**src/rtl/tx_port_channel_gate_sc.sv**
```systemverilog
// TX channel gate: frames one channel transaction (LEN hdr, OFF/LAST hdr, data beats,
// word-count end marker) into a first-word-fall-through FIFO, never accepting beats past LEN.
//
// state   | meaning
// --------+-----------------------------------------------------------
// IDLE    | waiting for registered CHNL_TX; queues LEN header
// HDR_OFF | queues OFF/LAST header, pulses ACK
// OPEN    | accepting data beats until LEN words or CHNL_TX drops
// CLOSE   | queues end marker carrying the accepted word count
module tx_port_channel_gate_sc #(
  parameter int  C_DATA_WIDTH      = 32,
  parameter int  C_FIFO_DEPTH      = 8,
  localparam int C_FIFO_DATA_WIDTH = C_DATA_WIDTH + 1
) (
  input  logic                         CLK,
  input  logic                         RST_N,
  output logic [C_FIFO_DATA_WIDTH-1:0] RD_DATA,
  output logic                         RD_EMPTY,
  input  logic                         RD_EN,
  input  logic                         CHNL_TX,
  output logic                         CHNL_TX_ACK,
  input  logic                         CHNL_TX_LAST,
  input  logic [31:0]                  CHNL_TX_LEN,
  input  logic [30:0]                  CHNL_TX_OFF,
  input  logic [C_DATA_WIDTH-1:0]      CHNL_TX_DATA,
  input  logic                         CHNL_TX_DATA_VALID,
  output logic                         CHNL_TX_DATA_REN
);

  localparam int          W        = C_DATA_WIDTH / 32;
  localparam int          AW       = $clog2(C_FIFO_DEPTH);
  localparam logic [AW:0] FULL_LVL = (AW+1)'(C_FIFO_DEPTH - 1);
  localparam logic [32:0] W_INC    = 33'(W);

  typedef enum logic [1:0] {S_IDLE, S_HDR_OFF, S_OPEN, S_CLOSE} state_e;

  state_e                         state_q, state_d;
  logic                           tx_q, tx_d, last_q, last_d;
  logic [31:0]                    len_q, len_d, limit_q, limit_d, count_q, count_d;
  logic [30:0]                    off_q, off_d;
  logic                           ack_q, ack_d, wr_q, wr_d;
  logic [C_FIFO_DATA_WIDTH-1:0]   wr_data_q, wr_data_d;
  logic [C_FIFO_DATA_WIDTH-1:0]   mem_q [C_FIFO_DEPTH];
  logic [AW-1:0]                  wr_ptr_q, wr_ptr_d, rd_ptr_q, rd_ptr_d;
  logic [AW:0]                    level_q, level_d;
  logic                           full, empty, pop, ren;
  logic [32:0]                    count_inc;
  logic [31:0]                    count_sat;
  logic [C_DATA_WIDTH-1:0]        pay;

  // Full leaves one slot spare because writes land a cycle after the decision.
  assign full      = (level_q >= FULL_LVL);
  assign empty     = (level_q == '0);
  assign pop       = RD_EN & ~empty;
  assign count_inc = {1'b0, count_q} + W_INC;
  assign count_sat = count_inc[32] ? 32'hFFFF_FFFF : count_inc[31:0];

  always_ff @(posedge CLK) begin
    if (!RST_N) begin
      state_q   <= S_IDLE;
      tx_q      <= 1'b0;
      last_q    <= 1'b0;
      len_q     <= '0;
      off_q     <= '0;
      limit_q   <= '0;
      count_q   <= '0;
      ack_q     <= 1'b0;
      wr_q      <= 1'b0;
      wr_data_q <= '0;
      wr_ptr_q  <= '0;
      rd_ptr_q  <= '0;
      level_q   <= '0;
    end else begin
      state_q   <= state_d;
      tx_q      <= tx_d;
      last_q    <= last_d;
      len_q     <= len_d;
      off_q     <= off_d;
      limit_q   <= limit_d;
      count_q   <= count_d;
      ack_q     <= ack_d;
      wr_q      <= wr_d;
      wr_data_q <= wr_data_d;
      wr_ptr_q  <= wr_ptr_d;
      rd_ptr_q  <= rd_ptr_d;
      level_q   <= level_d;
      if (wr_q) mem_q[wr_ptr_q] <= wr_data_q;
    end
  end

  always_comb begin
    tx_d     = CHNL_TX;
    last_d   = CHNL_TX_LAST;
    len_d    = CHNL_TX_LEN;
    off_d    = CHNL_TX_OFF;
    wr_ptr_d = wr_q ? wr_ptr_q + 1'b1 : wr_ptr_q;
    rd_ptr_d = pop  ? rd_ptr_q + 1'b1 : rd_ptr_q;
    level_d  = level_q;
    case ({wr_q, pop})
      2'b10:   level_d = level_q + 1'b1;
      2'b01:   level_d = level_q - 1'b1;
      default: level_d = level_q;
    endcase
  end

  always_comb begin
    state_d = state_q;
    case (state_q)
      S_IDLE:    if (tx_q && !full) state_d = S_HDR_OFF;
      S_HDR_OFF: if (!full)         state_d = tx_q ? S_OPEN : S_CLOSE;
      S_OPEN:    if (!tx_q)         state_d = S_CLOSE;
      S_CLOSE:   if (!full)         state_d = S_IDLE;
      default:                      state_d = S_IDLE;
    endcase
  end

  always_comb begin
    ren       = 1'b0;
    ack_d     = 1'b0;
    wr_d      = 1'b0;
    wr_data_d = '0;
    pay       = '0;
    count_d   = count_q;
    limit_d   = limit_q;
    case (state_q)
      S_IDLE: begin
        count_d = '0;
        if (tx_q && !full) begin
          wr_d       = 1'b1;
          pay[31:0]  = len_q;
          wr_data_d  = {1'b1, pay};
          limit_d    = len_q;
        end
      end
      S_HDR_OFF: begin
        if (!full) begin
          wr_d      = 1'b1;
          pay[31:0] = {off_q, last_q};
          wr_data_d = {1'b1, pay};
          ack_d     = 1'b1;
        end
      end
      S_OPEN: begin
        ren = !full && CHNL_TX && tx_q && (count_q < limit_q);
        if (ren && CHNL_TX_DATA_VALID) begin
          wr_d      = 1'b1;
          wr_data_d = {1'b0, CHNL_TX_DATA};
          count_d   = count_sat;
        end
      end
      S_CLOSE: begin
        if (!full) begin
          wr_d      = 1'b1;
          pay[31:0] = count_q;
          wr_data_d = {1'b1, pay};
        end
      end
      default: ;
    endcase
  end

  assign RD_DATA          = empty ? '0 : mem_q[rd_ptr_q];
  assign RD_EMPTY         = empty;
  assign CHNL_TX_ACK      = ack_q;
  assign CHNL_TX_DATA_REN = ren;

endmodule

```
**config.mk**
```make
export PLATFORM = sky130hd
export DESIGN_NAME = tx_port_channel_gate_sc
export DESIGN_NICKNAME = d
export VERILOG_FILES = /design/src/rtl/tx_port_channel_gate_sc.sv
export SDC_FILE = /design/constraint.sdc
export NUM_CORES = 1
export LEC_CHECK = 0
export CORE_MARGIN = 2
export CORE_UTILIZATION = 58
export CTS_CLUSTER_DIAMETER = 150
export DETAILED_ROUTE_END_ITERATION = 8
export MAX_ROUTING_LAYER = met4
export PLACE_DENSITY = 0.91
export SLEW_MARGIN = 20
export SYNTH_ARGS = -nofsm -noshare
export SYNTH_HDL_FRONTEND = slang
export SYNTH_SLANG_ARGS = --single-unit
```
**constraint.sdc**
```tcl
create_clock -name CLK -period 4.93 [get_ports CLK]
set_input_delay 0.986 -clock CLK [delete_from_list [all_inputs] [get_ports CLK]]
set_output_delay 0.986 -clock CLK [all_outputs]
set_load 0.005 [all_outputs]
```
Yosys cells after proc, flatten, opt, wreduce, memory -nomap -nowiden
Memories as Yosys holds them, arrays and structs flattened. A register that Yosys moved wholly into a read port is not among the register bits. Index checks and enable logic that the tools add are counted.

Add/subtract/negate cells: 5. Magnitude comparators: 2. Equal/unequal tests: 10. Multiplexer cells: 26. Bitwise gates (word level): 2. Reduce and logical (&&, ||, !) cells: 15.

Operator list (count): 33-bit two-way mux (4); 33-bit case mux with 4 select lines (1); 32-bit two-way mux (3); 32-bit case mux with 2 select lines (1); 32-bit by 1-bit adder with 33-bit output, second input constant (1); 32-bit < comparator (1); 2-bit != test, second input constant (5); 1-bit two-way mux (8); 2-bit two-way mux (4); 2-bit case mux with 4 select lines (1); 4-bit case mux with 2 select lines (1); 3-bit by 1-bit adder with 3-bit output, second input constant (2); 2-bit equality test, second input constant (3); 3-bit two-way mux (2); 2-bit AND reduction (3); 1-bit logical AND (5); 4-bit by 1-bit adder with 4-bit output, second input constant (1); 2-bit by 1-bit equality test with 1-bit output, second input constant (2); 4-bit by 3-bit >= comparator with 1-bit output, second input constant (1); 4-bit logical NOT (1); 4-bit AND reduction (1); 2-bit nonzero test (2); 4-bit by 1-bit subtractor with 4-bit output, second input constant (1); 1-bit case mux with 3 select lines (1); 5 further kinds (5).

Flip-flop bits (word level): 176. Memory bits (writable): 264. Output and inout port bits: 36. Memories: 1.

Memory list: mem_q (depth 8, bits a word 33, read ports 1, clocked after memory_dff 1, wr ports 1, RTL line 43) `logic [C_FIFO_DATA_WIDTH-1:0] mem_q [C_FIFO_DEPTH];`.

Longest topological paths before layout
Gate-level depths: netlist (run 1).

Word-level depth: 8. Gate-level depth with buffers: 11. Depth with buffers taken out: 9.

Worst setup path after synthesis (run 1)
Ideal clock, no wire load.

Path kind: input port to flip-flop. From: in RST_N. To: mem mem_q[2][0] (netlist name), enable pin. Library setup time: 464 ps. Arrival time: 3878 ps. Path slack: 588 ps. Stages: 4. Path through: clkbuf_1 > clkbuf_1 > nand2_1 > nor3_1.

Cells in the longest elaborated chain, start to end: 2.

RTL lines: start: declaration (RTL line 16) `input logic RST_N,`; 1-bit two-way mux (RTL line 59) `if (!RST_N) begin`; 1-bit two-way mux (not written as such) (RTL line 87) `if (wr_q) mem_q[wr_ptr_q] <= wr_data_q;`; end: declaration (RTL line 43).

Every way passes these cells.

Worst setup path in the final report (run 1)
From: reg count_q[9]. To: out CHNL_TX_DATA_REN.

Cells in the longest elaborated chain, start to end: 3.

RTL lines: start: declaration (RTL line 39) `logic [31:0] len_q, len_d, limit_q, limit_d, count_q, count_d;`; start signal: assignment (RTL line 80) `count_q <= count_d;`; 32-bit < comparator (RTL line 144) `ren = !full && CHNL_TX && tx_q && (count_q < limit_q);`; 1-bit logical AND (RTL line 144); 1-bit two-way mux (RTL line 125) `case (state_q)`; end: declaration (RTL line 27) `output logic CHNL_TX_DATA_REN`.

Every way passes these cells.

==> summary.md, run 1 <==
| Metric | Value |
|---|---|
| Via Count | 12,023 |
| Combinational power share | 19.2% |
| Reg-to-reg setup timing slack | 1.38 ns |
| Footprint of the multi-input gates | between 5000 and 6000 µm² |
| Count of flip-flops with a built-in enable after synthesis | around 260 |
| Core ar. | 30,350 µm² |
| Critical path capture point type | primary output |
| Psw | 2444 µW |
| Final non-filler cell total | 1,859 |
| Average size of a mapped cell | 13.61 µm² |
| Post-CTS Setup Repair Bufs | 0 |
| I/O pin count | 137 |
| Num CTS Buffers | 40 |
| Final antenna-violating net count | 0 |
| Pwr dens | 440.8 nW/µm² |
| Initial Utilization | 58.55% |
| Die ar. | 32,050 µm² |
| First-iteration detailed-routing DRC count | approximately 1,800 |
| Rows | 64 |
| Reg-to-reg critical path startpoint | count_q[5] |
| Status | completed |
| Largest net degree at the start of global routing | 74 |
| GP Congestion | 0.9716 |
| RR Endpoint | wr_data_q[7] |
| CP Launch Type | flop |
| Initial DRT Pass Iterations | 9 |
| Main synth FF type | edfxtp_1 |
| Sink Count | 443 |
| Worst-Skew Late Latency | 0.54 ns |
| Hpwl dp | 26,070 µm |
| Seq pwr share | 46.6% |
| Die height | between 150 and 200 µm |
| Worst-path maximum fanout | 8 |
| Final count of hold timing violations | 0 |
| Crit path capture | CHNL_TX_DATA_REN |
| Initial antenna violation count | 0 |
| Area occupied by registers | between 10,000 and 15,000 µm² |
| Pins over their slew limit | 0 |
| Final Critical Period | 4.245 ns |
| Wire per inst | 23.87 µm |
| Commonest non-fill, non-tap cells in the layout | edfxtp_1, dfxtp_1, clkdlybuf4s50_1 |
| Post-synthesis instance total | 1,306 |
| Slew headroom | 32.95% |
| Distinct cells, synth | 58 |
| Layout cell share with drive strength beyond 1 | 12.03% |
| Crit. Startpoint | count_q[9] |
| Yosys warns | 0 |
| Yosys reg bits | approximately 440 |
| Hold_sp | len_q[19] |
| Fmax | 235.6 MHz |
| Longest Clk Path Bufs | 3 |
| Syn Nets | between 1,000 and 1,500 |
| Max_cap viols | 0 |
| Commonest non-fill, non-tap cell in the layout | edfxtp_1 |
| Worst reg-to-reg path cell count | 9 |
| Synthesized cell area | 17,770 µm² |
| TritonCTS clock tree | yes |
| Cts repair resizes | 0 |
| Leakage power | about 0.0070 µW |
| Tightest Pin Transition | 1.006 ns |
| Nets | roughly 1,600 |
| First-pass GRT wire length | slightly below 70,000 µm |
| GR Overflow Total | 0 |
| Synth-to-Final Area Change | 17.18% |
| Asr flop ratio synth | 0% |
| Drt total wl | 44,380 µm |
| Crit Path Class | reg -> out |
| N_diodes | 0 |
| Port bufs | 136 |
| Clk pwr share | 34.1% |
| Placed cell count | 1,785 |
| Htree depth | 2 |
| Final setup viols | 0 |
| DR DRC count | 0 |
| Clock root cell | clkbuf_16 |
| Vias per inst | 6.467 |
| Clock-pin slew on the worst setup and hold paths | 0.07 ns |
| Hold WC Path Type | reg -> reg |
| Register area share after synthesis | approximately 65% |
| Crit path DAT | 3.26 ns |
| Fin Clk Skew | 0.01207 ns |
| WP data required | 3.94 ns |
| Unrepaired setup endpoints after global routing | no |
| Filler cells | between 1,500 and 2,000 |
| Number of global-route vias before repair | 12,154 |
| Die X-Extent | roughly 180 µm |
| Peak VDD IR | 0.2907 mV |
| Int Pwr | 6732 µW |
| Hold Buf Count CTS | 0 |
| Overall global routing resource usage | roughly 29% |
| Tcrit/Tclk final | 86.10% |
| Sw frac | 26.64% |
| Fin Setup TNS | 0 ns |
| Total power | 9177 µW |
==> registers in the layout, summed over array words and instances (netlist names), named ones only <==
name and count:
level_q 4, last_q 1, wr_ptr_q 3, state_q 2
CHNL_TX_ACK 1, mem_q 264, count_q 32, limit_q 32
tx_q 1, off_q 31, wr_q 1, len_q 32
wr_data_q 33, rd_ptr_q 3
==> power by group through the flow <==
| stage | Sequential (µW) | Combinational (µW) | Clock, µW |
|---|---|---|---|
| after floorplan | 4210 | 1110 | 0 |
| after global placement | 4330 | 1650 | 0 |
| after detailed placement | 4360 | 1710 | 0 |
| after CTS | 4280 | 1750 | 3140 |
| after global routing | 4310 | 1880 | 3270 |
| final | 4280 | 1770 | 3130 |
==> per-stage QoR <==
stage | hold WS, ns | setup WS, ns | utilization, % | instance area (µm²)
2_1_floorplan | 0.4317 | 0.5878 | - | 17770
3_3_place_gp | 0.4398 | 0.9161 | 64.27 | 19510
3_5_place_dp | 0.4438 | 0.9861 | 64.27 | 19510
4_1_cts | 0.4571 | 0.7670 | 68.59 | 20820
5_1_grt | 0.4792 | 0.5827 | 68.60 | 20820
6_report | 0.4548 | 0.6855 | 68.60 | 20820
==> cells in the mapped netlist, types with 14 or more instances <==
cell type	count	area, µm²
edfxtp_1	264	7928
clkbuf_1	51	191.4
nor2_1	89	334.1
inv_1	43	161.4
nor3_1	14	70.07
nand2_1	124	465.5
a21o_1	19	142.6
o21ai_0	30	150.1
a221o_1	24	240.2
a22oi_1	23	172.7
ha_1	41	513.0
a21oi_1	61	305.3
nand3_1	31	155.2
mux2i_1	39	390.4
mux4_2	66	1486
and2_1	69	431.7
dfxtp_1	179	3583
buf_1	14	52.55
==> cell families after synthesis <==
group | share of synthesized area (%)
flops | 64.78
compound gates | 7.978
fa+ha+maj | 3.000
buf+inv | 2.908
simple gates | 10.37
xor+xnor | 0.3943
mux | 10.56
==> how the worst min path moves through the flow <==
stage,to,slack (ns),cells past startpoint
floorplan,limit_q[12],0.43,2
global placement,limit_q[17],0.44,2
detailed placement,limit_q[17],0.44,2
CTS,limit_q[15],0.46,2
global route,limit_q[17],0.48,2
finish,limit_q[19],0.45,2
==> layer usage <==
layer / GRT usage, % / routed length, µm / up-vias
met5: - / 0 / -
met4: 13.08 / 2297 / 0
met3: 4.432 / 4191 / 252
met2: 47.74 / 21730 / 854
met1: 35.68 / 16170 / 5799
li1: - / - / 5118
==> critical path, cell delays in order (launching register included) <==
cell	delay (ns)
dfxtp_1	0.52
ha_1	0.29
and3_1	0.18
a221o_1	0.35
a21oi_1	0.13
o21ai_0	0.35
a21oi_1	0.35
clkdlybuf4s50_1	0.56
==> area by class of cell <==
| cell class | instances | area share, % |
|---|---|---|
| tap | 396 | 2.380 |
| clock inverter | 26 | 1.244 |
| clock buffer | 48 | 5.054 |
| timing repair buffer | 159 | 7.464 |
| sequential | 443 | 55.32 |
| multi-input combinational | 744 | 27.76 |
| inverter | 43 | 0.7752 |
Power figures use the tool's default switching activity.
==> run 2: changes to the inputs <==
Settings changed: CORE_UTILIZATION 58 to 63, GPL_TIMING_DRIVEN set to 0, PLACE_DENSITY 0.91 to 0.95.
Clock period 4.93 ns to 5.2 ns, I/O delays scaled along.
==> summary.md, run 2 (synthesis results as in run 1) <==
| Metric | Value |
|---|---|
| Initial DRT Pass Iterations | 7 |
| GR Layer Usage met2 | between 50 and 60% |
| Drt total wl | 49,770 µm |
| Number of global-route vias before repair | 12,606 |
| Initial antenna violation count | 2 |
| Status | completed |
| RR Endpoint | wr_data_q[22] |
| Core ar. | 27,780 µm² |
| Rows | 61 |
| Fmax | around 200 MHz |
| Layout cell share with drive strength beyond 1 | 12.00% |
| Crit path capture | RD_DATA[28] |
| Htree depth | 2 |
| WP buf/inv | 3 |
| Leakage power | 0.007219 µW |
| GR Overflow Total | 0 |
| Hold_sp | len_q[17] |
| Pins over their slew limit | 0 |
| GP Congestion | roughly 0.98 |
| Critical path capture point type | primary output |
| Clock root cell | clkbuf_16 |
| Tightest Pin Transition | 1.027 ns |
| First-iteration detailed-routing DRC count | 1,886 |
| Cts repair resizes | 0 |
| Num CTS Buffers | 41 |
| Max_cap viols | 0 |
| Die height | roughly 170 µm |
| Reg-to-reg critical path startpoint | count_q[2] |
| Reg-to-reg setup timing slack | between 0.7 and 0.8 ns |
| Area occupied by registers | 11,510 µm² |
| Max incr delay on CP | 0.83 ns |
| TritonCTS clock tree | yes |
| Via Count | between 10,000 and 15,000 |
| Hold WC Path Type | reg -> reg |
| GR peak layer | met2 |
| Crit path DAT | 3.84 ns |
| GR Util met1 | 42.78% |
| Final setup viols | 0 |
| Top flop regs | mem_q (264), wr_data_q (33) |
| Synth-to-Final Area Change | 19.96% |
| Total power | 8955 µW |
| Tcrit/Tclk final | 93.91% |
| Longest Clk Path Bufs | 3 |
| Register bank with the most flops | mem_q |
| Unrepaired setup endpoints after global routing | no |
| Commonest non-fill, non-tap cells in the layout | edfxtp_1, dfxtp_1, clkdlybuf4s50_1 |
| Top cell by count, worst path | buf_1 |
| Crit Path Class | reg -> out |
| N_diodes | 0 |
| Pwr dens | ~420 nW/µm² |
| Die ar. | 29,560 µm² |
| Slew headroom | around a third |
| Final Critical Period | 4.883 ns |
| Final Core Density | 76.72% |
| Slowest cell on the critical path | buf_1 |
| WP depth | 6 |
| Initial Utilization | 63.96% |
| CP delay by family, top | buffers and inverters |
| Post-CTS Setup Repair Bufs | 0 |
| Met3 Use GR | 6.912% |
| Worst reg-to-reg path cell count | 9 |
| DR DRC count | 0 |
| Die X-Extent | 171.9 µm |
| Sink Count | 443 |
| Hold Buf Count CTS | 0 |
| CP Launch Type | flop |
| Final count of hold timing violations | 0 |
| Final antenna-violating net count | 0 |
| Worst-Skew Late Latency | 0.55 ns |
| Worst-path maximum fanout | 10 |
| Nets | 1,644 |
| Port bufs | 136 |
| Peak VDD IR | 0.2367 mV |
| Commonest non-fill, non-tap cell in the layout | edfxtp_1 |
| Footprint of the multi-input gates | a little under 6000 µm² |
| Hpwl dp | 31,800 µm |
| Clock-pin slew on the worst setup and hold paths | approximately 0.06 ns |
| Wire per inst | 26.04 µm |
| Vias per inst | around 6.6 |
| Filler cells | 1,533 |
| Overall global routing resource usage | a little over a third |
| Fin Clk Skew | 0.01989 ns |
| Max reg flops | 264 |
| WP data required | 4.16 ns |
| I/O pin count | 137 |
| First-pass GRT wire length | 74,280 µm |
| CP cell instances | buf_1, buf_1, mux4_2, mux2i_1, nor2_1, clkdlybuf4s50_1 |
| Largest net degree at the start of global routing | 22 |
run 2: cell types whose count changed in the layout (fill, tap and decap cells not counted), sizes merged:
cell | before | now
clkbuf | 48 | 117
clkdlybuf4s50 | 135 | 138
buf | 24 | 35
clkinvlp | 3 | 1
clkinv | 16 | 9
bufinv | 5 | 1
run 2: area by class of cell:
cell class	instances	area share [%]
clock buffers	62	6.052
well taps	378	2.219
plain buffers	76	1.667
inverters	43	0.7573
flip-flops and latches	443	54.01
repair buffers	152	7.549
clock inverters	13	0.5283
multi-input cells	744	27.22
run 2: per-stage QoR:
stage	instances	hold slack [ns]	area, µm²	setup TNS, ns	setup WS, ns
finish	1911	0.4506	21310	0	0.3169
floorplan	1306	0.4317	17770	0	0.8038
global placement	1820	0.4440	19600	-217.25	-2.119
CTS	1911	0.4521	21310	0	0.3100
detailed placement	1836	0.4456	19910	0	0.8917
global route	1911	0.4713	21310	0	0.2297
run 2: worst reg2reg max path, cell delays in order (launching register included):
cell      delay, ns
dfxtp_1        0.51
ha_1           0.32
a211oi_1       0.37
o21ai_0        0.30
a21oi_1        0.26
o21ai_0        0.35
a21oi_2        0.67
clkbuf_1       0.70
nand2_1        0.15
a221oi_1       0.63
run 2: layer usage:
metal,part of all wire (%),vias up
met3,11,217
li1,-,5268
met4,5.0,0
met5,0,-
met1,35,6057
met2,49,983
run 2: worst min-delay path by stage:
stage / endpoint / slack, ns / cells after the start
global placement: limit_q[19] / 0.44 / 2
detailed placement: limit_q[0] / 0.45 / 2
finish: limit_q[17] / 0.45 / 2
global route: limit_q[0] / 0.47 / 2
floorplan: limit_q[12] / 0.43 / 2
CTS: limit_q[0] / 0.45 / 2
run 2: power by group:
group          internal (µW)  switching (µW)  leakage (µW)
Combinational            843            1030       0.00262
Clock                   1780            1320      0.000696
Sequential              3850             129       0.00391
